--- src/rtl/wr_line_assembler.sv ---
// rtl/wr_line_assembler.sv - unpacks monitor FIFO words into ping-pong line pages (optional WR_LINE_TIMESTAMP_EN)
module wr_line_assembler #(
    parameter int LINE_DEPTH = 128,
    parameter int TS_WIDTH   = 32
) (
    input  logic                          clock,
    input  logic                          reset,
    input  logic [31:0]                   word_data,
    input  logic                          word_valid,
    output logic                          word_ready,
    output logic                          line_valid,
    output logic [$clog2(LINE_DEPTH):0]   line_length,
    output logic                          line_overflow,
    input  logic [$clog2(LINE_DEPTH)-1:0] line_rd_addr,
    output logic [7:0]                    line_rd_data,
    input  logic                          line_done,
    output logic [TS_WIDTH-1:0]           line_timestamp,
    output logic [15:0]                   drop_count
);
    localparam int AW = $clog2(LINE_DEPTH);
    localparam logic [AW:0] COUNT_MAX = LINE_DEPTH[AW:0];

    typedef enum logic {IDLE, UNPACK} state_t;

    state_t            state, state_n;
    logic              ready_q;
    logic              load;
    logic [31:0]       word_q;
    logic [1:0]        byte_idx;
    logic [7:0]        cur_byte;
    logic [AW:0]       count;
    logic              ovf;
    logic              blocked;
    logic              wr_page, rd_page;
    logic [1:0]        full, full_n;
    logic [1:0][AW:0]  len_q;
    logic [1:0]        ovf_q;
    logic [7:0]        mem [0:2*LINE_DEPTH-1];

    logic is_data, is_lf, page_busy, line_empty, wr_en, commit, drop, release_pg;

    assign word_ready    = ready_q;
    assign line_valid    = full[rd_page];
    assign line_length   = len_q[rd_page];
    assign line_overflow = ovf_q[rd_page];

    always_comb begin
        state_n = state;
        load    = 1'b0;
        case (state)
            IDLE: begin
                if (word_valid && ready_q) begin
                    state_n = UNPACK;
                    load    = 1'b1;
                end
            end
            UNPACK: begin
                if (byte_idx == 2'd3)
                    state_n = IDLE;
            end
            default: state_n = IDLE;
        endcase
    end

    always_comb begin
        cur_byte = word_q[31:24];
        case (byte_idx)
            2'd0: cur_byte = word_q[31:24];
            2'd1: cur_byte = word_q[23:16];
            2'd2: cur_byte = word_q[15:8];
            2'd3: cur_byte = word_q[7:0];
            default: cur_byte = word_q[31:24];
        endcase
    end

    // A line that ever hit an occupied page is poisoned until its terminator, so no partial line is stored
    always_comb begin
        is_lf      = (state == UNPACK) && (cur_byte == 8'h0A);
        is_data    = (state == UNPACK) && (cur_byte != 8'h00) && (cur_byte != 8'h0D) && (cur_byte != 8'h0A);
        page_busy  = full[wr_page];
        line_empty = (count == '0) && !ovf && !blocked;
        wr_en      = is_data && !page_busy && !blocked && (count != COUNT_MAX);
        commit     = is_lf && !line_empty && !blocked && !page_busy;
        drop       = is_lf && !line_empty && (blocked || page_busy);
        release_pg = line_done && full[rd_page];
        full_n     = full;
        if (commit)
            full_n[wr_page] = 1'b1;
        if (release_pg)
            full_n[rd_page] = 1'b0;
    end

    always_ff @(posedge clock or posedge reset) begin
        if (reset) begin
            state      <= IDLE;
            ready_q    <= 1'b0;
            word_q     <= '0;
            byte_idx   <= '0;
            count      <= '0;
            ovf        <= 1'b0;
            blocked    <= 1'b0;
            wr_page    <= 1'b0;
            rd_page    <= 1'b0;
            full       <= '0;
            len_q      <= '0;
            ovf_q      <= '0;
            drop_count <= '0;
        end else begin
            state   <= state_n;
            ready_q <= (state_n == IDLE);
            full    <= full_n;
            if (load) begin
                word_q   <= word_data;
                byte_idx <= 2'd0;
            end else if (state == UNPACK) begin
                byte_idx <= byte_idx + 2'd1;
            end
            if (release_pg)
                rd_page <= ~rd_page;
            if (wr_en)
                count <= count + 1'b1;
            if (is_data && (count == COUNT_MAX))
                ovf <= 1'b1;
            if (is_data && page_busy)
                blocked <= 1'b1;
            if (commit) begin
                len_q[wr_page] <= count;
                ovf_q[wr_page] <= ovf;
                wr_page        <= ~wr_page;
            end
            if (is_lf) begin
                count   <= '0;
                ovf     <= 1'b0;
                blocked <= 1'b0;
            end
            if (drop && (drop_count != 16'hFFFF))
                drop_count <= drop_count + 16'd1;
        end
    end

    always_ff @(posedge clock) begin
        if (wr_en)
            mem[{wr_page, count[AW-1:0]}] <= cur_byte;
    end

    always_ff @(posedge clock or posedge reset) begin
        if (reset)
            line_rd_data <= '0;
        else
            line_rd_data <= mem[{rd_page, line_rd_addr}];
    end

`ifdef WR_LINE_TIMESTAMP_EN
    logic [TS_WIDTH-1:0]      ts_cnt;
    logic [1:0][TS_WIDTH-1:0] ts_q;

    always_ff @(posedge clock or posedge reset) begin
        if (reset) begin
            ts_cnt <= '0;
            ts_q   <= '0;
        end else begin
            ts_cnt <= ts_cnt + 1'b1;
            if (commit)
                ts_q[wr_page] <= ts_cnt;
        end
    end

    assign line_timestamp = ts_q[rd_page];
`else
    assign line_timestamp = '0;
`endif
endmodule
--- config.mk ---
export PLATFORM = sky130hd
export DESIGN_NAME = wr_line_assembler
export DESIGN_NICKNAME = d
export VERILOG_FILES = /design/src/rtl/wr_line_assembler.sv
export SDC_FILE = /design/constraint.sdc
export NUM_CORES = 2
export LEC_CHECK = 0
export CAP_MARGIN = 25
export CORE_AREA = 2 2 456 458
export DETAILED_ROUTE_END_ITERATION = 8
export DIE_AREA = 0 0 458 460
export PLACE_DENSITY = 0.57
export SLEW_MARGIN = 5
export SYNTH_ARGS = -nofsm -noshare
export SYNTH_HDL_FRONTEND = slang
export SYNTH_SLANG_ARGS = --single-unit
--- constraint.sdc ---
create_clock -name clock -period 18.92 [get_ports clock]
set_clock_uncertainty 0.1 [all_clocks]
set_input_delay 4.73 -clock clock [delete_from_list [all_inputs] [get_ports clock]]
set_output_delay 4.73 -clock clock [all_outputs]
set_load 0.005 [all_outputs]
Yosys cells after proc, flatten, opt, wreduce, memory -nomap -nowiden
Memory sizes are Yosys's and may differ from the RTL's. A register that Yosys moved wholly into a read port is not among the register bits.
Cells that the tools add are included.
{"block": "op_classes", "n_addsub": 3, "order_cmp": 4, "n_eq_ne": 9, "muxes": 33, "bitwise": 7, "reduce_logical": 32}
{"operator": "2-to-1 mux 8 bit", "count": 5}
{"operator": "case mux 8 bit (4 select lines)", "count": 1}
{"operator": "logical AND 1 bit", "count": 20}
{"operator": "2-to-1 mux 1 bit", "count": 17}
{"operator": "adder 16 x 1 -> 16 bit, second input constant", "count": 1}
{"operator": "bitwise mux 16 bit", "count": 1}
{"operator": "inequality test 16 bit, second input constant", "count": 1}
{"operator": "inequality test 8 x 4 -> 1 bit, second input constant", "count": 2}
{"operator": "adder 8 x 1 -> 8 bit, second input constant", "count": 1}
{"operator": "demux 8 bit (select 1 bit)", "count": 1}
{"operator": "equality test 8 x 4 -> 1 bit, second input constant", "count": 1}
{"operator": "equality test 8 bit, second input constant", "count": 1}
{"operator": "logical NOT 8 bit", "count": 1}
{"operator": "2-to-1 mux 2 bit", "count": 4}
{"operator": "inequality test 8 bit, second input constant", "count": 1}
{"operator": "nonzero test 2 bit", "count": 4}
{"operator": "nonzero test 8 bit", "count": 1}
{"operator": "equality test 2 bit, second input constant", "count": 2}
{"operator": "logical NOT 1 bit", "count": 4}
{"operator": "less-than comparator 1 x 2 -> 1 bit, second input constant", "count": 2}
{"operator": "NOT 1 bit", "count": 4}
{"operator": "adder 2 x 1 -> 2 bit, second input constant", "count": 1}
{"operator": "bitwise AND 2 bit", "count": 1}
{"operator": "bitwise mux 2 bit", "count": 1}
{"operator": "other kinds (8)", "count": 10}
{"block": "totals", "register_bits": 84, "mem_bits_rw": 2048, "input_bits": 43, "out_inout_bits": 67, "wordCells": 103, "memories": 1}
{"name": "mem", "words": 256, "word_bits": 8, "read_ports": 1, "rd_clocked_by_memory_dff": 1, "wr": 1, "line": "38", "text": "logic [7:0] mem [0:2*LINE_DEPTH-1];"}

Depth between registers and ports, before layout
{"block": "depth", "word_depth": 11, "ltp_mapped": 13, "mapped_depth_nobuf": 9}

Worst setup path after synthesis
Ideal clock, no wire load.
{"block": "synth_timing", "path_kind": "register to register", "startpoint": "register byte_idx[1]", "endpoint": "memory mem[0][4] (data pin)", "setup_ns": 2.275, "arrival_ns": 11.105, "required_ns": 16.545, "setup_slack_ns": 5.440, "stages_incl_launch_ff": 6, "path_buffers": 1, "cell_sequence": "dfrtp_1 > inv_1 > ha_1 > clkbuf_1 > a22oi_1 > a21boi_0"}
{"block": "synth_via", "elab_chain_len": 2, "elab_cells_between_ends": 5}
{"item": "start, declared", "line": "29", "text": "logic [1:0] byte_idx;"}
{"item": "start signal, assigned", "line": "116", "text": "byte_idx <= byte_idx + 2'd1;"}
{"item": "equality test 2 bit (tied with other cells)", "line": "67", "text": "case (byte_idx)"}
{"item": "case mux 8 bit (4 select lines) (*)", "line": "67"}
{"item": "via cur_byte[4]", "line": "30", "text": "logic [7:0] cur_byte;"}
{"item": "end, declared", "line": "38"}
The timed path passes the listed nets; every way through them passes the cells marked *.

==> results.cfg <==
[critical_path]
critPathTopFamily = buffers and inverters
cp_data_arrival_time_ps = 9500
crit_required_ps = 19530
crit_type = in2reg
slowest_stage = buf_4
cp-start-kind = input pin
path_buf_inv = 4
cp-end-kind = flop
critPathMaxFanout = 82
cp_cell_sequence = buf_8 -> buf_4 -> buf_12 -> buf_4 -> mux4_2 -> o221ai_1 -> a21oi_1 -> nor4b_1 -> nor4_1
max_stage_delay_ps = 810
crit_top_cell = buf_4

[global_route]
grt_antenna_before_repair = 11
grt.total_usage_pct = 20.8
grt_pass1_wl_mm = 315
grt_max_degree = 225
grt_pass1_vias = 41941
grt_overflow = 0

[synthesis]
synth_compound_area_share_pct = 3.54
synthTopCellsByArea = edfxtp_1 73%, mux4_2 11%, mux2i_1 2.8%
ys_ff_latch = 2140
synthAdderAreaFrac_pct = 0.134
yosysTopAreaCell = edfxtp_1
synth_cell_type_count = 74
synth_top_family_by_area = multiplexers
yosys.area_share.simple_pct = 3.11
yosys_warnings = 0
avgSynthCellArea_um2 = 20.0
synth_top_area_share_pct = 73.4
synth_ff_type = edfxtp_1
yosysSeqAreaShare_pct = 76.1
synth_edf_count = 2048
synthCells = 4180
yosys-mux-area-fraction_pct = 15.1
synthXorXnorAreaFrac_pct = 0.219
async_flop_share_pct = 4.30
syn_area_um2 = 83800

[drt]
antenna_left = 0
vias = 41906
dr.pass1.iters = 5
first_iter_violations = 4392
route.detailed.drc = 0
wl_per_cell_um = 30.5
routed_via_density = 5.82
wirelength_mm = 220

[cells_and_area]
regArea_um2 = 63800
layout_commonest_cell = edfxtp_1
syn2layout_area_growth_pct = 12.8
drive_gt1_share_pct = 20.8
fillers = 17265
post-route-util_pct = 45.9
mostFrequentLayoutCells = 2048 x edfxtp_1, 424 x mux4_2, 296 x nor2_1
final_nets = 4380
fin_area_um2 = 94500
multi_input_area_um2 = 18800

[clock_tree]
cts-root-buf = clkbuf_16
hold_buffers = 0
h-tree-depth = 4
postCtsSetupRepairBufs = 0
ctsResizeCount = 0
cts.sinks = 2140
numCtsBuffers = 210
clkTransAtPathRegs_ps = 60
cts_tree = done
clockBufferDepth = 3
worstSkewPairLatency_ps = 860

[hold_path]
hp-class = reg2reg

[floorplan]
die-area_um2 = 211000
initial_core_util_pct = 40.7
rows = 167
die_y_um = 460
ios = 110
die_x_um = 458
core_um2 = 206000

[pwr]
p_leak_uw = 0.0300
p_per_area_nw_per_um2 = 142
max-vdd-ir-drop_v = 0.000242
power_uw = 13400

[place]
io_buffers = 77
gp_congestion = 0.800
hpwl_mm = 128
placed_cell_area_um2 = 87700

[job]
max_cap_viol_count = 0

[timing]
drv_slew = 0
tns_ps = 0
layout_min_cycle_time_ps = 8890
relSlewSlack_pct = 12.2
hold_viol_final = 0
rsz0062_at_grt = false
fin_crit_sh_pct = 47.0
fmax_mhz = 113
worstMarginPinSlew_ps = 1320
setup_viol = 0

[outcome]
run_status = complete, no violations
## layer usage
| layer | global-route usage (%) | part of all wire, % | vias to the layer above | wire [um] |
|---|---|---|---|---|
| met5 | 0 | 0.015 | - | 34 |
| met4 | 6.08 | 2.7 | 6 | 5980 |
| met3 | 3.39 | 7.3 | 301 | 16100 |
| met2 | 32.9 | 47 | 1705 | 104000 |
| met1 | 29.7 | 43 | 22392 | 93500 |
| li1 | - | - | 17502 | - |
## layout make-up
| class | count | area share [%] |
|---|---|---|
| inverters | 18 | 0.0741 |
| flip-flops and latches | 2140 | 67.5 |
| diodes | 1 | 0.00265 |
| repair buffers | 183 | 1.89 |
| well taps | 2704 | 3.58 |
| multi-input cells | 1775 | 19.9 |
| clock inverters | 123 | 1.21 |
| clock buffers | 259 | 5.80 |
## worst paths after layout
kind / startpoint / to / slack, ps / cells after the start
worst min register to register: len_q[8] / len_q[8] / 380 / 2
worst max register to register: byte_idx[0] / mem[4][7] / 13390 / 9
worst max-delay path: line_rd_addr[0] / line_rd_data[2] / 10030 / 9
max in group asynchronous: reset / line_rd_data[1] / 13240 / 3
worst min-delay path: len_q[8] / len_q[8] / 380 / 2
min in group asynchronous: reset / drop_count[6] / 4140 / 2
## Yosys cell counts (6+ instances only)
cell / instances
nand3_1: 44
o21ai_0: 25
mux2i_1: 237
nor2b_1: 16
nand3_4: 6
or3_1: 6
a221oi_1: 15
a21oi_1: 76
xnor2_1: 11
buf_1: 29
nor4_1: 13
nor3_1: 50
edfxtp_1: 2048
a222oi_1: 7
buf_2: 64
xor2_1: 10
buf_4: 65
a22oi_1: 37
dfrtp_1: 92
nand2b_1: 10
nor2_1: 298
ha_1: 9
a211oi_1: 13
o221ai_1: 85
a22o_1: 23
o22ai_1: 55
o211ai_1: 10
a221o_1: 8
mux2_2: 66
a31oi_1: 11
nand2_1: 99
clkbuf_1: 117
mux4_2: 424
and3_1: 7
a2111oi_0: 7
inv_1: 18
## worst min-delay path, cell delays in order, from the launching register on
cell and delay (ps):
dfrtp_1 340, nand2_1 40, o21ai_0 60
## metrics by stage
step / setup WS [ps] / hold WS, ps / std cells
after floorplan: 5440 / 344 / 4211
after global placement: 8970 / 363 / 6797
after detailed placement: 9000 / 371 / 6803
after CTS: 9930 / 385 / 7185
after global routing: 9640 / 421 / 7202
final: 10030 / 380 / 7203
## cells by family after synthesis
| family | count (synthesis) |
|---|---|
| flip-flops | 2140 |
| multiplexers | 727 |
| AND/OR/NAND/NOR | 579 |
| AO/OA/AOI/OAI | 407 |
| buffers and inverters | 296 |
| XOR/XNOR | 21 |
| adder cells (fa/ha/maj) | 9 |
| other | 1 |
## power by group
part           switching [uW]  total, uW  leakage, uW  internal (uW)
sequential               90.1       6810       0.0197           6720
clock                    1790       4070      0.00324           2270
combinational            2080       2540      0.00704            459
total                    3970      13400       0.0300           9450
## registers in the layout (all words and copies together), names as in the netlist
signal	cells
word_q	32
full	2
wr_page	1
blocked	1
byte_idx	2
ovf	1
word_ready	1
rd_page	1
drop_count	16
state	1
line_rd_data	8
ovf_q	2
mem	2048
len_q	16
count	8
Note: power is estimated with default switching activity, not from simulation.
